==> src/rtl/tc_log_pkg.sv <==
// Shared widths and record layout for the terminal-count event logger.
`timescale 1ns/1ps
package tc_log_pkg;

    localparam int CNT_W_DEF = 4;
    localparam int TS_W_DEF  = 16;
    localparam int DEPTH_DEF = 8;
    localparam int DROP_W    = 8;

    typedef struct packed {
        logic [TS_W_DEF-1:0]  ts;
        logic [CNT_W_DEF-1:0] cnt;
    } tc_rec_t;

    localparam int REC_W = $bits(tc_rec_t);

    // Saturating increment used by the dropped-event counter.
    function automatic logic [DROP_W-1:0] sat_inc(input logic [DROP_W-1:0] v);
        logic [DROP_W-1:0] r;
        if (v == {DROP_W{1'b1}}) begin
            r = v;
        end else begin
            r = v + DROP_W'(1);
        end
        return r;
    endfunction

endpackage

==> src/rtl/tc_log_fifo.sv <==
// Synchronous FIFO with explicit occupancy register; a push into a full FIFO
// is accepted only when a pop happens on the same edge.
`timescale 1ns/1ps
module tc_log_fifo #(
    parameter  int WIDTH = 20,
    parameter  int DEPTH = 8,
    localparam int AW    = $clog2(DEPTH),
    localparam int LW    = AW + 1
) (
    input  logic             clk,
    input  logic             reset_n,
    input  logic             push_i,
    input  logic             pop_i,
    input  logic [WIDTH-1:0] data_i,
    output logic [WIDTH-1:0] data_o,
    output logic             full_o,
    output logic             empty_o,
    output logic [LW-1:0]    level_o
);

    logic [WIDTH-1:0] mem_q [DEPTH];
    logic [AW-1:0]    wr_ptr_q, wr_ptr_d;
    logic [AW-1:0]    rd_ptr_q, rd_ptr_d;
    logic [LW-1:0]    level_q, level_d;
    logic             do_push_s, do_pop_s;

    assign empty_o = (level_q == LW'(0));
    assign full_o  = (level_q == LW'(DEPTH));
    assign level_o = level_q;
    assign data_o  = mem_q[rd_ptr_q];

    // Accept/next-state logic for pointers and occupancy.
    always_comb begin
        do_pop_s  = pop_i && !empty_o;
        do_push_s = push_i && (!full_o || do_pop_s);
        wr_ptr_d  = wr_ptr_q;
        rd_ptr_d  = rd_ptr_q;
        level_d   = level_q;
        if (do_push_s) begin
            wr_ptr_d = wr_ptr_q + AW'(1);
        end else begin
            wr_ptr_d = wr_ptr_q;
        end
        if (do_pop_s) begin
            rd_ptr_d = rd_ptr_q + AW'(1);
        end else begin
            rd_ptr_d = rd_ptr_q;
        end
        case ({do_push_s, do_pop_s})
            2'b10:   level_d = level_q + LW'(1);
            2'b01:   level_d = level_q - LW'(1);
            default: level_d = level_q;
        endcase
    end

    // Storage, pointer and occupancy registers; reset discards all entries.
    always_ff @(posedge clk) begin
        if (!reset_n) begin
            wr_ptr_q <= '0;
            rd_ptr_q <= '0;
            level_q  <= '0;
            for (int i = 0; i < DEPTH; i++) begin
                mem_q[i] <= '0;
            end
        end else begin
            wr_ptr_q <= wr_ptr_d;
            rd_ptr_q <= rd_ptr_d;
            level_q  <= level_d;
            if (do_push_s) begin
                mem_q[wr_ptr_q] <= data_i;
            end
        end
    end

endmodule

==> src/rtl/tc_event_logger.sv <==
// Timestamps rising edges of the counter's terminal-count flag into a FIFO.
// Optional macro TC_LOG_DROP_CNT_EN adds an 8-bit saturating drop_cnt output.
`timescale 1ns/1ps
module tc_event_logger
    import tc_log_pkg::*;
#(
    parameter int CNT_W = CNT_W_DEF,
    parameter int TS_W  = TS_W_DEF,
    parameter int DEPTH = DEPTH_DEF
) (
    input  logic                    clk,
    input  logic                    reset_n,
    input  logic                    ena,
    input  logic [CNT_W-1:0]        cnt_in,
    input  logic                    tc_in,
    input  logic                    rd_ready,
    input  logic                    clr_ovf,
    output logic                    rd_valid,
    output logic [TS_W+CNT_W-1:0]   rd_data,
    output logic [$clog2(DEPTH):0]  level,
    output logic                    ovf
`ifdef TC_LOG_DROP_CNT_EN
    ,
    output logic [DROP_W-1:0]       drop_cnt
`endif
);

    logic [TS_W-1:0] ts_q, ts_d;
    logic            tc_prev_q;
    logic            ovf_q, ovf_d;
    logic            event_s, pop_s, push_s, drop_s;
    logic            full_s, empty_s;

    tc_log_fifo #(
        .WIDTH (TS_W + CNT_W),
        .DEPTH (DEPTH)
    ) u_fifo (
        .clk     (clk),
        .reset_n (reset_n),
        .push_i  (push_s),
        .pop_i   (pop_s),
        .data_i  ({ts_q, cnt_in}),
        .data_o  (rd_data),
        .full_o  (full_s),
        .empty_o (empty_s),
        .level_o (level)
    );

    assign rd_valid = !empty_s;
    assign ovf      = ovf_q;

    // Edge detect, push/drop decision and sticky overflow next state.
    always_comb begin
        event_s = ena && tc_in && !tc_prev_q;
        pop_s   = rd_valid && rd_ready;
        drop_s  = event_s && full_s && !pop_s;
        push_s  = event_s && !drop_s;
        ts_d    = ts_q + TS_W'(1);
        ovf_d   = ovf_q;
        if (drop_s) begin
            ovf_d = 1'b1;
        end else if (clr_ovf) begin
            ovf_d = 1'b0;
        end else begin
            ovf_d = ovf_q;
        end
    end

    // Free-running timestamp, previous tc level and overflow flag.
    always_ff @(posedge clk) begin
        if (!reset_n) begin
            ts_q      <= '0;
            tc_prev_q <= 1'b0;
            ovf_q     <= 1'b0;
        end else begin
            ts_q      <= ts_d;
            tc_prev_q <= tc_in;
            ovf_q     <= ovf_d;
        end
    end

`ifdef TC_LOG_DROP_CNT_EN
    logic [DROP_W-1:0] drop_cnt_q, drop_cnt_d;

    assign drop_cnt = drop_cnt_q;

    // Drop counter next state; a new drop beats a clear on the same edge.
    always_comb begin
        drop_cnt_d = drop_cnt_q;
        if (drop_s) begin
            drop_cnt_d = sat_inc(drop_cnt_q);
        end else if (clr_ovf) begin
            drop_cnt_d = '0;
        end else begin
            drop_cnt_d = drop_cnt_q;
        end
    end

    // Drop counter register.
    always_ff @(posedge clk) begin
        if (!reset_n) begin
            drop_cnt_q <= '0;
        end else begin
            drop_cnt_q <= drop_cnt_d;
        end
    end
`endif

endmodule

==> config.mk <==
export PLATFORM = sky130hd
export DESIGN_NAME = tc_event_logger
export DESIGN_NICKNAME = d
export VERILOG_FILES = /design/src/rtl/tc_log_pkg.sv /design/src/rtl/tc_log_fifo.sv /design/src/rtl/tc_event_logger.sv
export SDC_FILE = /design/constraint.sdc
export NUM_CORES = 1
export LEC_CHECK = 0
export BUFFER_PORTS_ARGS = -buffer_cell sky130_fd_sc_hd__buf_4
export CAP_MARGIN = 20
export CORE_MARGIN = 10
export CORE_UTILIZATION = 50
export DETAILED_ROUTE_END_ITERATION = 10
export PLACE_DENSITY = 0.68
export SLEW_MARGIN = 20
export SYNTH_ARGS = -nofsm -noshare
export SYNTH_HDL_FRONTEND = slang
export SYNTH_SLANG_ARGS = --single-unit
==> constraint.sdc <==
create_clock -name clk -period 3.1 [get_ports clk]
set_clock_uncertainty 0.15 [all_clocks]
set_input_delay 0.155 -clock clk [delete_from_list [all_inputs] [get_ports clk]]
set_output_delay 0.155 -clock clk [all_outputs]
set_load 0.02 [all_outputs]
==> results.txt, run 1 <==
FF-to-FF path depth -> 9
Worst R2R Start -> u_fifo.level_o[0]$_SDFFE_PN0P_
Post-synth top cells -> 160 x edfxtp_1, 138 x and2_1, 40 x mux4_2
Sequential element share of the synthesized area -> 0.6241
Diode count -> 0
P_leak -> 3.567 nW
Fmax -> 341.6 MHz
Leading area contributor after synthesis -> edfxtp_1
Critical path arrival -> 3.11 ns
Post-layout util -> 0.5787
Number of flops mapped to enable cells by yosys -> 160
Clock transition at path regs -> 0.07 ns
RR Endpoint -> u_fifo.level_o[3]$_SDFFE_PN0P_
Crit-path slowest cell -> or4_1
Pre-antenna DRT Iters -> 5
Cell mode on critical path -> a21oi_1
Top cells by area, synth -> edfxtp_1 55%, mux4_2 10%, and2_1 9.9%, dfxtp_1 7.1%, mux2_2 2.6%
CTS root buffer -> clkbuf_16
CTS sink count -> 191
Share of power burned in registers -> 0.444
Final Hold Vio Count -> 0
Crit path largest cell delay -> 0.48 ns
Sink of the worst hold path -> u_fifo.rd_ptr_q[2]$_SDFFE_PN0N_
Unrepaired setup endpoints after global routing -> false
CTS Buf Count -> 17
Initial antenna violation count -> 0
Via count -> 4756
Synth Net Count -> 598
Worst Hold Depth -> 4
Share of the synthesized area in the top cell type -> 0.5527
Yosys cell types -> 41
Fill count -> 1348
Max Buffers Root-to-Sink -> 2
# port buffers -> 35
Worst-path cell chain -> or3_1 > buf_4 > o21ai_1 > ha_1 > ha_1 > a21oi_1 > a21oi_1 > or4_1 > a21oi_1
I/O pin count -> 36
Clk pwr share -> 0.365
Die Ht -> 151.9 um
Cts repair resizes -> 0
Outcome -> finished clean
WL final -> 18130 um
Total power -> 6.701 mW
Count of final setup violators -> 0
First-pass GRT wire length -> 28640 um
P_sw -> 1.665 mW
Worst min path class -> in2reg
Most frequent cell after synthesis -> edfxtp_1
Vias in the first global route -> 5059
Met2 Use GR -> 0.2693
Die width -> 151.9 um
Worst slew pin tran -> 0.8574 ns
Nets -> 634
Power Internal -> 5.036 mW
Pwr Density -> 674.2 mW/mm2
Ys flop type -> edfxtp_1
CTS tree -> yes
Mapped Area -> 0.008693 mm2
Remaining antenna violation count -> 0
GR peak layer -> met2
Worst Path Max Fanout -> 5
Initial drt markers -> 291
Vias per cell -> 5.563
R2R setup slack -> 0.17 ns
Routed len/inst -> 21.21 um
CP Data Required Time -> 3.29 ns
Largest net degree at the start of global routing -> 41
Gpl congestion -> 0.7452
Period Utilization, post-route -> 0.9444
Max-Cap Viols -> 0
Switching Fraction -> 0.2485
Area grow syn2layout -> 14.34%
Core Footprint -> 0.01718 mm2
Warnings from Yosys -> 0
Startpoint Class -> flip-flop
Share of layout cells above drive strength 1 -> 0.2841
CP endpoint kind -> flip-flop
Comb pwr share -> 0.191
Slew Limit Fails -> 0
CTS H-Tree Depth -> 4
Final min period -> 2.928 ns
Die area -> 0.02306 mm2
Synth async-reset ratio -> 0
Total track usage -> 0.1584
Starting density of the core -> 0.5061
Clock Latency Late Sink -> 0.43 ns
Crit path kind -> reg2reg
VDD IR-drop max -> 0.5290 mV
Grt total ovfl -> 0
Hold_sp -> rd_ready
# DRC -> 0
Met1 Use GR -> 0.1990
Avg Inst Size Synth -> 14.96 um2
Met3 Usage GRT -> 0.03443
Syn Inst Count -> 581
Standard-cell rows -> 48
Synthesis-stage register bit count -> 191
Slew HR -> 0.4265
Hpwl dp -> 10520 um
-- how the worst max path moves through the flow --
stage | start | endpoint | slack [ns] | cells after the start
floorplan | u_fifo.level_o[0]$_SDFFE_PN0P_ | u_fifo.mem_q[6][0]$_SDFFCE_PN0P_ | -0.21 | 5
global placement | u_fifo.level_o[0]$_SDFFE_PN0P_ | u_fifo.level_o[3]$_SDFFE_PN0P_ | 0.40 | 9
detailed placement | u_fifo.level_o[0]$_SDFFE_PN0P_ | u_fifo.level_o[3]$_SDFFE_PN0P_ | 0.24 | 9
CTS | u_fifo.level_o[0]$_SDFFE_PN0P_ | u_fifo.level_o[3]$_SDFFE_PN0P_ | 0.22 | 9
global route | u_fifo.level_o[0]$_SDFFE_PN0P_ | u_fifo.level_o[3]$_SDFFE_PN0P_ | 0.04 | 9
finish | u_fifo.level_o[0]$_SDFFE_PN0P_ | u_fifo.level_o[3]$_SDFFE_PN0P_ | 0.17 | 9
-- placed cells by master, fill, tap and decap left out, types with 3 or more instances in the layout --
master	count
a21oi_1	10
and2_1	138
and2_2	18
and3_1	3
buf_4	47
bufinv_16	6
clkbuf_16	17
clkinv_1	3
dfxtp_1	29
dlygate4sd3_1	8
edfxtp_1	160
ha_1	6
inv_1	5
inv_6	3
mux2_2	20
mux4_2	40
nand2_1	4
nand2b_1	4
nand3_1	6
nand4_1	5
nor2_1	25
nor2_4	6
nor3_1	6
o21ai_2	6
or3_1	3
xnor2_1	3
xor2_1	13
-- worst max-delay path, delay by kind of cell (launching register included) --
kind | cells | cell delay, ns
AND/OR/NAND/NOR | 2 | 0.91
flip-flops | 1 | 0.36
adder cells (fa/ha/maj) | 2 | 0.53
AO/OA/AOI/OAI | 4 | 0.70
buffers and inverters | 1 | 0.19
-- metal layers --
layer  vias to the layer above  part of all wire
li1                       2191                 -
met1                      2441              0.43
met2                       109              0.52
met3                        15             0.045
met4                         0            0.0081
met5                         -                 0
-- power groups by stage --
stage | clock network [mW] | logic [mW] | registers (mW)
4_1_cts | 2.47 | 1.31 | 2.98
3_3_place_gp | 0 | 1.27 | 3.02
6_report | 2.44 | 1.28 | 2.98
5_1_grt | 2.59 | 1.39 | 2.99
3_5_place_dp | 0 | 1.30 | 3.03
2_1_floorplan | 0 | 0.910 | 3.01
-- area by class of cell --
class / count / area [um2] / area share
clock inverters: 14 / 236.5 / 0.02379
flip-flops and latches: 191 / 5428 / 0.5461
well taps: 225 / 281.5 / 0.02832
repair buffers: 57 / 473.0 / 0.04758
clock buffers: 18 / 429.2 / 0.04318
multi-input cells: 343 / 3065 / 0.3084
inverters: 7 / 26.28 / 0.002644
-- per-stage QoR --
step | TNS [ns] | cells | area (um2) | hold WS [ns] | worst slack [ns]
6_report | 0 | 855 | 9940 | 0.08068 | 0.1724
5_1_grt | 0 | 855 | 9940 | 0.1036 | 0.03880
4_1_cts | 0 | 855 | 9940 | 0.07339 | 0.2193
3_5_place_dp | 0 | 815 | 9194 | 0.2205 | 0.2403
3_3_place_gp | 0 | 815 | 9194 | 0.2189 | 0.3979
2_1_floorplan | -19.36 | 581 | 8698 | 0.1267 | -0.2089
-- flip-flops by register name, indices dropped and copies added (netlist names), named ones only --
| name | flops |
|---|---|
| ts_q | 16 |
| u_fifo.mem_q | 160 |
| ovf | 1 |
| u_fifo.wr_ptr_q | 3 |
| u_fifo.rd_ptr_q | 3 |
| u_fifo.level_o | 4 |
| tc_prev_q | 1 |
-- kinds of logic (layout without fill, tap and decap cells) --
family	count (synthesis)	count (layout)	share of synthesized area
and+or+nand+nor	230	230	0.1649
DFF	191	191	0.6241
muxes	62	62	0.1318
buffers and inverters	47	96	0.02907
AOI/OAI and AO/OA	28	28	0.02303
xor gates and xnor gates	16	16	0.01612
adders and majority gates	7	7	0.01094
-- repair_timing --
| item | in CTS | in global routing |
|---|---|---|
| hold buffers | 8 | 0 |
| hold endpoints to repair | 35 | 0 |
| buffers inserted | 0 | 0 |
Power figures use the tool's default switching activity.
==> run 2: changes to the inputs <==
--- a/config.mk
+++ b/config.mk
@@ -5,12 +5,13 @@
 export SDC_FILE = /design/constraint.sdc
 export NUM_CORES = 1
 export LEC_CHECK = 0
-export BUFFER_PORTS_ARGS = -buffer_cell sky130_fd_sc_hd__buf_4
+export BUFFER_PORTS_ARGS = -buffer_cell sky130_fd_sc_hd__clkbuf_2
 export CAP_MARGIN = 20
 export CORE_MARGIN = 10
 export CORE_UTILIZATION = 50
 export DETAILED_ROUTE_END_ITERATION = 10
 export PLACE_DENSITY = 0.68
+export RECOVER_POWER = 25
 export SLEW_MARGIN = 20
 export SYNTH_ARGS = -nofsm -noshare
 export SYNTH_HDL_FRONTEND = slang
==> constraint.sdc (replaced) <==
create_clock -name clk -period 2.5 [get_ports clk]
set_clock_uncertainty 0.15 [all_clocks]
set_input_delay 0.125 -clock clk [delete_from_list [all_inputs] [get_ports clk]]
set_output_delay 0.125 -clock clk [all_outputs]
set_load 0.02 [all_outputs]
==> run 2 against run 1 <==
Compared with the run above: clock power grew 16%; die area is the same; sequential cell count is the same; register-to-register slack lost 0.13 ns; sequential power grew 24%; cell area grew 0.37%; hold slack is essentially flat; core utilization grew 0.21 points.
==> results.txt, run 2 (same netlist as run 1, synthesis figures left out) <==
Pre-CTS setup slack -> -0.06391 ns (-0.3042 ns)
Remaining antenna violation count -> 0 (unchanged)
Pre-antenna DRT Iters -> 5 (unchanged)
Postcts setup bufs -> 0 (unchanged)
Share of power burned in registers -> 0.451 (+0.007)
Commonest non-fill, non-tap cell in the layout -> edfxtp_1
Area grow syn2layout -> 14.75%
# port buffers -> 35 (unchanged)
Crit path largest cell delay -> 0.48 ns (about the same)
First-pass GRT wire length -> 28450 um (-0.67%)
CTS H-Tree Depth -> 4 (unchanged)
Leading cell types in the layout, fill and taps excluded -> 160 x edfxtp_1, 136 x and2_1, 40 x mux4_2
Hpwl dp -> 10660 um (+1.3%)
Worst-path cell chain -> or3_4 > o21a_4 > ha_4 > ha_4 > a21oi_2 > a21oi_1 > or4_1 > a21oi_1
Initial drt markers -> 341 (+17%)
Via count -> 4817 (+1.3%)
Outcome -> finished clean
P_sw -> 2.093 mW (+26%)
Die width -> 151.9 um (unchanged)
Worst slew pin tran -> 0.8776 ns (+0.02016 ns)
Final Hold Vio Count -> 0 (unchanged)
Final min period -> 2.454 ns (-0.4735 ns)
Period Utilization, post-route -> 0.9816 (+0.03724)
Final worst setup slack -> 0.04591 ns (-0.1265 ns)
Startpoint Class -> flip-flop
CTS sink count -> 191 (unchanged)
CTS tree -> yes
P_leak -> 3.560 nW (-0.21%)
Clk pwr share -> 0.345 (-0.020)
Worst Path Max Fanout -> 4 (-1)
Comb pwr share -> 0.203 (+0.012)
Slew HR -> 0.4130 (-0.01348)
Standard-cell rows -> 48 (unchanged)
Share of layout cells above drive strength 1 -> 0.3063 (+0.02212)
Critical path arrival -> 2.65 ns (-0.46 ns)
Crit path kind -> reg2reg
Post-layout util -> 0.5808 (+0.002113)
WL final -> 17880 um (-1.4%)
CTS root buffer -> clkbuf_16
Core Footprint -> 0.01718 mm2 (unchanged)
Routed len/inst -> 20.67 um (-2.5%)
Switching Fraction -> 0.2562 (+0.007715)
Initial antenna violation count -> 0 (unchanged)
Placed cell area -> 0.009270 mm2 (+0.83%)
Fin area -> 0.009976 mm2 (+0.37%)
Vias per cell -> 5.569 (+0.11%)
Fmax -> 407.5 MHz (+19%)
Nets -> 644 (+1.6%)
Max Buffers Root-to-Sink -> 2 (unchanged)
CP top delay family -> simple AND/OR/NAND/NOR gates
Setup TNS -> 0 ns (unchanged)
Max-Cap Viols -> 0 (unchanged)
Die Ht -> 151.9 um (unchanged)
Total track usage -> 0.1568 (-0.001602)
Starting density of the core -> 0.5061 (unchanged)
Hold_ws -> 0.08070 ns (+0.00001940 ns)
CP Data Required Time -> 2.70 ns (-0.59 ns)
Worst min path class -> in2reg
Power Internal -> 6.077 mW (+21%)
Grt total ovfl -> 0 (unchanged)
Diode count -> 0 (unchanged)
Finished Layout Cells -> 865 (+1.2%)
Total power -> 8.170 mW (+22%)
Clock transition at path regs -> 0.06 ns (about the same)
Gpl congestion -> 0.7484 (+0.43%)
I/O pin count -> 36 (unchanged)
Slew Limit Fails -> 0 (unchanged)
Unrepaired setup endpoints after global routing -> true
CP endpoint kind -> flip-flop
CTS Buf Count -> 17 (unchanged)
Max FFs per register -> 160 (unchanged)
Crit-path slowest cell -> or4_1
Count of final setup violators -> 0 (unchanged)
Pwr Density -> 819.0 mW/mm2 (+21%)
Vias in the first global route -> 5046 (-0.26%)
Largest net degree at the start of global routing -> 41 (unchanged)
Top reg by flops -> u_fifo.mem_q
WP buf/inv -> 0 (-1)
# placed instances -> 826 (+1.3%)
VDD IR-drop max -> 0.5206 mV (-1.6%)
Clock Latency Late Sink -> 0.42 ns (about the same)
Die area -> 0.02306 mm2 (unchanged)
# DRC -> 0 (unchanged)
-- run 2: cell types whose count changed in the layout (fill, tap and decap cells not counted), moves of 3 or more --
cell	before	now
clkbuf_2	0	30
buf_4	47	20
clkbuf_1	1	5
clkinvlp_4	1	5
buf_12	2	5
dfxtp_1	29	26
-- run 2: what timing repair did --
item	CTS	global route
endpoints found under the hold margin	34	0
resized for setup	1	3
pin swaps	0	2
setup endpoints to repair	1	17
hold buffers	7	0
-- run 2: layout make-up --
class                      instances  area [um2]
clock buffer                      17       425.4
timing repair buffer              67       489.2
tap                              225       281.5
multi-input combinational        343        3123
fill                            1385        7201
sequential                       191        5436
clock inverter                    15       193.9
inverter                           7       26.28
-- run 2: path summary, 6_finish.rpt --
kind / end / start / cells past startpoint / slack (ns)
worst min-delay path: u_fifo.level_o[3]$_SDFFE_PN0P_ / reset_n / 3 / 0.08
worst max-delay path: u_fifo.level_o[3]$_SDFFE_PN0P_ / u_fifo.level_o[2]$_SDFFE_PN0P_ / 8 / 0.05
worst min register to register: ts_q[14]$_SDFF_PN0_ / ts_q[14]$_SDFF_PN0_ / 2 / 0.35
worst max register to register: u_fifo.level_o[3]$_SDFFE_PN0P_ / u_fifo.level_o[2]$_SDFFE_PN0P_ / 8 / 0.05
-- run 2: layer usage --
metal | up-vias | part of all wire | GRT usage
met5 | - | 0 | 0
met3 | 21 | 0.040 | 0.03302
met4 | 0 | 0.011 | 0.04448
li1 | 2209 | - | -
met2 | 96 | 0.52 | 0.2672
met1 | 2491 | 0.43 | 0.1971
-- run 2: worst reg2reg max path, delay by kind of cell (launching register included) --
| kind | cells | cell delay [ns] |
|---|---|---|
| simple gates | 2 | 0.90 |
| compound gates | 4 | 0.62 |
| flops | 1 | 0.32 |
| fa+ha+maj | 2 | 0.40 |
-- run 2: power by group through the flow --
stage / clock network (mW) / registers (mW) / logic [mW]
floorplan: 0 / 3.73 / 1.17
global placement: 0 / 3.74 / 1.62
detailed placement: 0 / 3.75 / 1.65
CTS: 2.86 / 3.69 / 1.67
global route: 2.98 / 3.70 / 1.81
finish: 2.82 / 3.69 / 1.66
==> run 3: changes to the inputs <==
--- a/config.mk
+++ b/config.mk
@@ -7,10 +7,12 @@
 export LEC_CHECK = 0
 export BUFFER_PORTS_ARGS = -buffer_cell sky130_fd_sc_hd__clkbuf_2
 export CAP_MARGIN = 20
+export CELL_PAD_IN_SITES_DETAIL_PLACEMENT = 1
+export CELL_PAD_IN_SITES_GLOBAL_PLACEMENT = 1
 export CORE_MARGIN = 10
-export CORE_UTILIZATION = 50
+export CORE_UTILIZATION = 47
 export DETAILED_ROUTE_END_ITERATION = 10
-export PLACE_DENSITY = 0.68
+export PLACE_DENSITY = 0.75
 export RECOVER_POWER = 25
 export SLEW_MARGIN = 20
 export SYNTH_ARGS = -nofsm -noshare
==> run 3 against run 2 <==
Compared with the run above: non-clock buffer count rose by 3; via count rose by 3.2%; global-route usage rose by 2.0 points; register-to-register slack barely moved; count of clock-buffer cells in the layout did not move; combinational power rose by 7%; hold slack improved by 0.0080 ns; cell area rose by 1.0%; critical endpoint unchanged; sequential power barely moved.
==> results.txt, run 3 (same netlist as run 1, synthesis figures left out) <==
Via count -> 4970 (+3.2%)
CTS Buf Count -> 17 (unchanged)
Crit-path slowest cell -> or4_4
CTS tree -> yes
P_leak -> 3.600 nW (+1.1%)
Worst slew pin tran -> 0.8687 ns (-0.008891 ns)
Share of layout cells above drive strength 1 -> 0.3146 (+0.008392)
I/O pin count -> 36 (unchanged)
CP endpoint kind -> flip-flop
P_sw -> 2.190 mW (+4.6%)
Routed len/inst -> 24.02 um (+16%)
Clock Latency Late Sink -> 0.43 ns (about the same)
Commonest non-fill, non-tap cell in the layout -> edfxtp_1
# DRC -> 0 (unchanged)
Worst-path cell chain -> or3_4 > o21a_4 > ha_4 > ha_4 > nand3_2 > and3_4 > or4_4 > a21oi_2
Share of power burned in registers -> 0.439 (-0.012)
Area grow syn2layout -> 15.95%
Count of final setup violators -> 0 (unchanged)
Period Utilization, post-route -> 0.9871 (+0.005431)
Final min period -> 2.468 ns (+0.01358 ns)
# placed instances -> 832 (+0.73%)
First-pass GRT wire length -> 32560 um (+14%)
Initial antenna violation count -> 1 (+1)
Clk pwr share -> 0.351 (+0.006)
Vias per cell -> 5.706 (+2.5%)
Remaining antenna violation count -> 0 (unchanged)
Pre-antenna DRT Iters -> 4 (-1)
Standard-cell rows -> 49 (+2.1%)
Worst min path class -> in2reg
Slew HR -> 0.4190 (+0.005947)
Comb pwr share -> 0.211 (+0.008)
Clock transition at path regs -> 0.07 ns (about the same)
CP Data Required Time -> 2.72 ns (+0.02 ns)
Nets -> 647 (+0.47%)
Total track usage -> 0.1768 (+0.02005)
Top reg by flops -> u_fifo.mem_q
Crit path largest cell delay -> 0.42 ns (-0.06 ns)
Max-Cap Viols -> 0 (unchanged)
Die Ht -> 156 um (+2.7%)
Starting density of the core -> 0.4807 (-0.02545)
Largest net degree at the start of global routing -> 41 (unchanged)
Leading cell types in the layout, fill and taps excluded -> 160 x edfxtp_1, 137 x and2_1, 40 x mux4_2
Switching Fraction -> 0.2604 (+0.004192)
Critical path arrival -> 2.69 ns (+0.04 ns)
VDD IR-drop max -> 0.4900 mV (-5.9%)
Post-layout util -> 0.5573 (-0.02347)
Crit path kind -> reg2reg
Slew Limit Fails -> 0 (unchanged)
Worst Path Max Fanout -> 3 (-1)
Die width -> 156 um (+2.7%)
Vias in the first global route -> 5496 (+8.9%)
WP buf/inv -> 0 (unchanged)
Gpl congestion -> 0.7522 (+0.51%)
CP top delay family -> simple AND/OR/NAND/NOR gates
Finished Layout Cells -> 871 (+0.69%)
Hpwl dp -> 12190 um (+14%)
Outcome -> finished clean
Startpoint Class -> flip-flop
Die area -> 0.02434 mm2 (+5.5%)
Power Internal -> 6.221 mW (+2.4%)
Unrepaired setup endpoints after global routing -> true
Core Footprint -> 0.01809 mm2 (+5.3%)
Initial drt markers -> 401 (+18%)
Diode count -> 0 (unchanged)
CTS H-Tree Depth -> 4 (unchanged)
Max FFs per register -> 160 (unchanged)
Grt total ovfl -> 0 (unchanged)
WL final -> 20920 um (+17%)
# port buffers -> 35 (unchanged)
Pwr Density -> 834.4 mW/mm2 (+1.9%)
Total power -> 8.411 mW (+2.9%)
Max Buffers Root-to-Sink -> 2 (unchanged)
Final Hold Vio Count -> 0 (unchanged)
CTS sink count -> 191 (unchanged)
Fmax -> 405.2 MHz (-0.55%)
CTS root buffer -> clkbuf_16
Cell mode on critical path -> ha_4
[run 3: through the flow]
step | hold WS (ns) | setup slack (ns) | setup TNS, ns | area (um2)
global route | 0.1094 | -0.04705 | -0.04826 | 10080
CTS | 0.08285 | 0.007663 | 0 | 10000
detailed placement | 0.2043 | -0.08580 | -0.08580 | 9290
global placement | 0.1991 | 0.02217 | 0 | 9290
finish | 0.08870 | 0.03233 | 0 | 10080
floorplan | 0.09671 | -0.1496 | -11.09 | 8767
[run 3: area by class of cell]
class | count | area [um2]
Timing Repair Buffer | 70 | 546.8
Clock buffer | 17 | 425.4
Tap cell | 229 | 286.5
Inverter | 7 | 26.28
Clock inverter | 14 | 214.0
Sequential cell | 191 | 5434
Multi-Input combinational cell | 343 | 3147
Fill cell | 1717 | 8006
[run 3: final timing paths]
path,start,endpoint,slack (ns),cells after the start
setup / recovery,u_fifo.level_o[0]$_SDFFE_PN0P_,u_fifo.level_o[3]$_SDFFE_PN0P_,0.03,8
hold / removal,reset_n,ts_q[1]$_SDFF_PN0_,0.09,3
setup reg to reg,u_fifo.level_o[0]$_SDFFE_PN0P_,u_fifo.level_o[3]$_SDFFE_PN0P_,0.03,8
hold reg to reg,ts_q[14]$_SDFF_PN0_,ts_q[14]$_SDFF_PN0_,0.37,2
[run 3: worst register-to-register path, stage by stage (launching register included)]
cell and delay (ns):
dfxtp_4 0.34, or3_4 0.39, o21a_4 0.22, ha_4 0.18, ha_4 0.30, nand3_2 0.09
and3_4 0.18, or4_4 0.42, a21oi_2 0.13
[run 3: power groups by stage]
stage          Combinational, mW  Sequential [mW]  Clock [mW]
2_1_floorplan               1.17             3.73           0
5_1_grt                     1.93             3.71        3.11
3_3_place_gp                1.65             3.72           0
4_1_cts                     1.73             3.67        2.98
3_5_place_dp                1.68             3.74           0
6_report                    1.77             3.69        2.95
[run 3: repair_timing]
item / 4_1_cts / 5_1_grt
cloned: 0 / 1
hold buffers: 6 / 0
pin swaps: 1 / 2
setup buffers: 0 / 1
setup endpoints to repair: 1 / 16
gates resized for setup: 2 / 7
hold endpoints to repair: 34 / 0
[run 3: metal layers]
metal | vias up | global-route usage | wire, um
met3 | 24 | 0.03088 | 890
met4 | 0 | 0.04811 | 270
met1 | 2602 | 0.2218 | 8752
li1 | 2218 | - | -
met2 | 126 | 0.3083 | 11010
met5 | - | 0 | 0
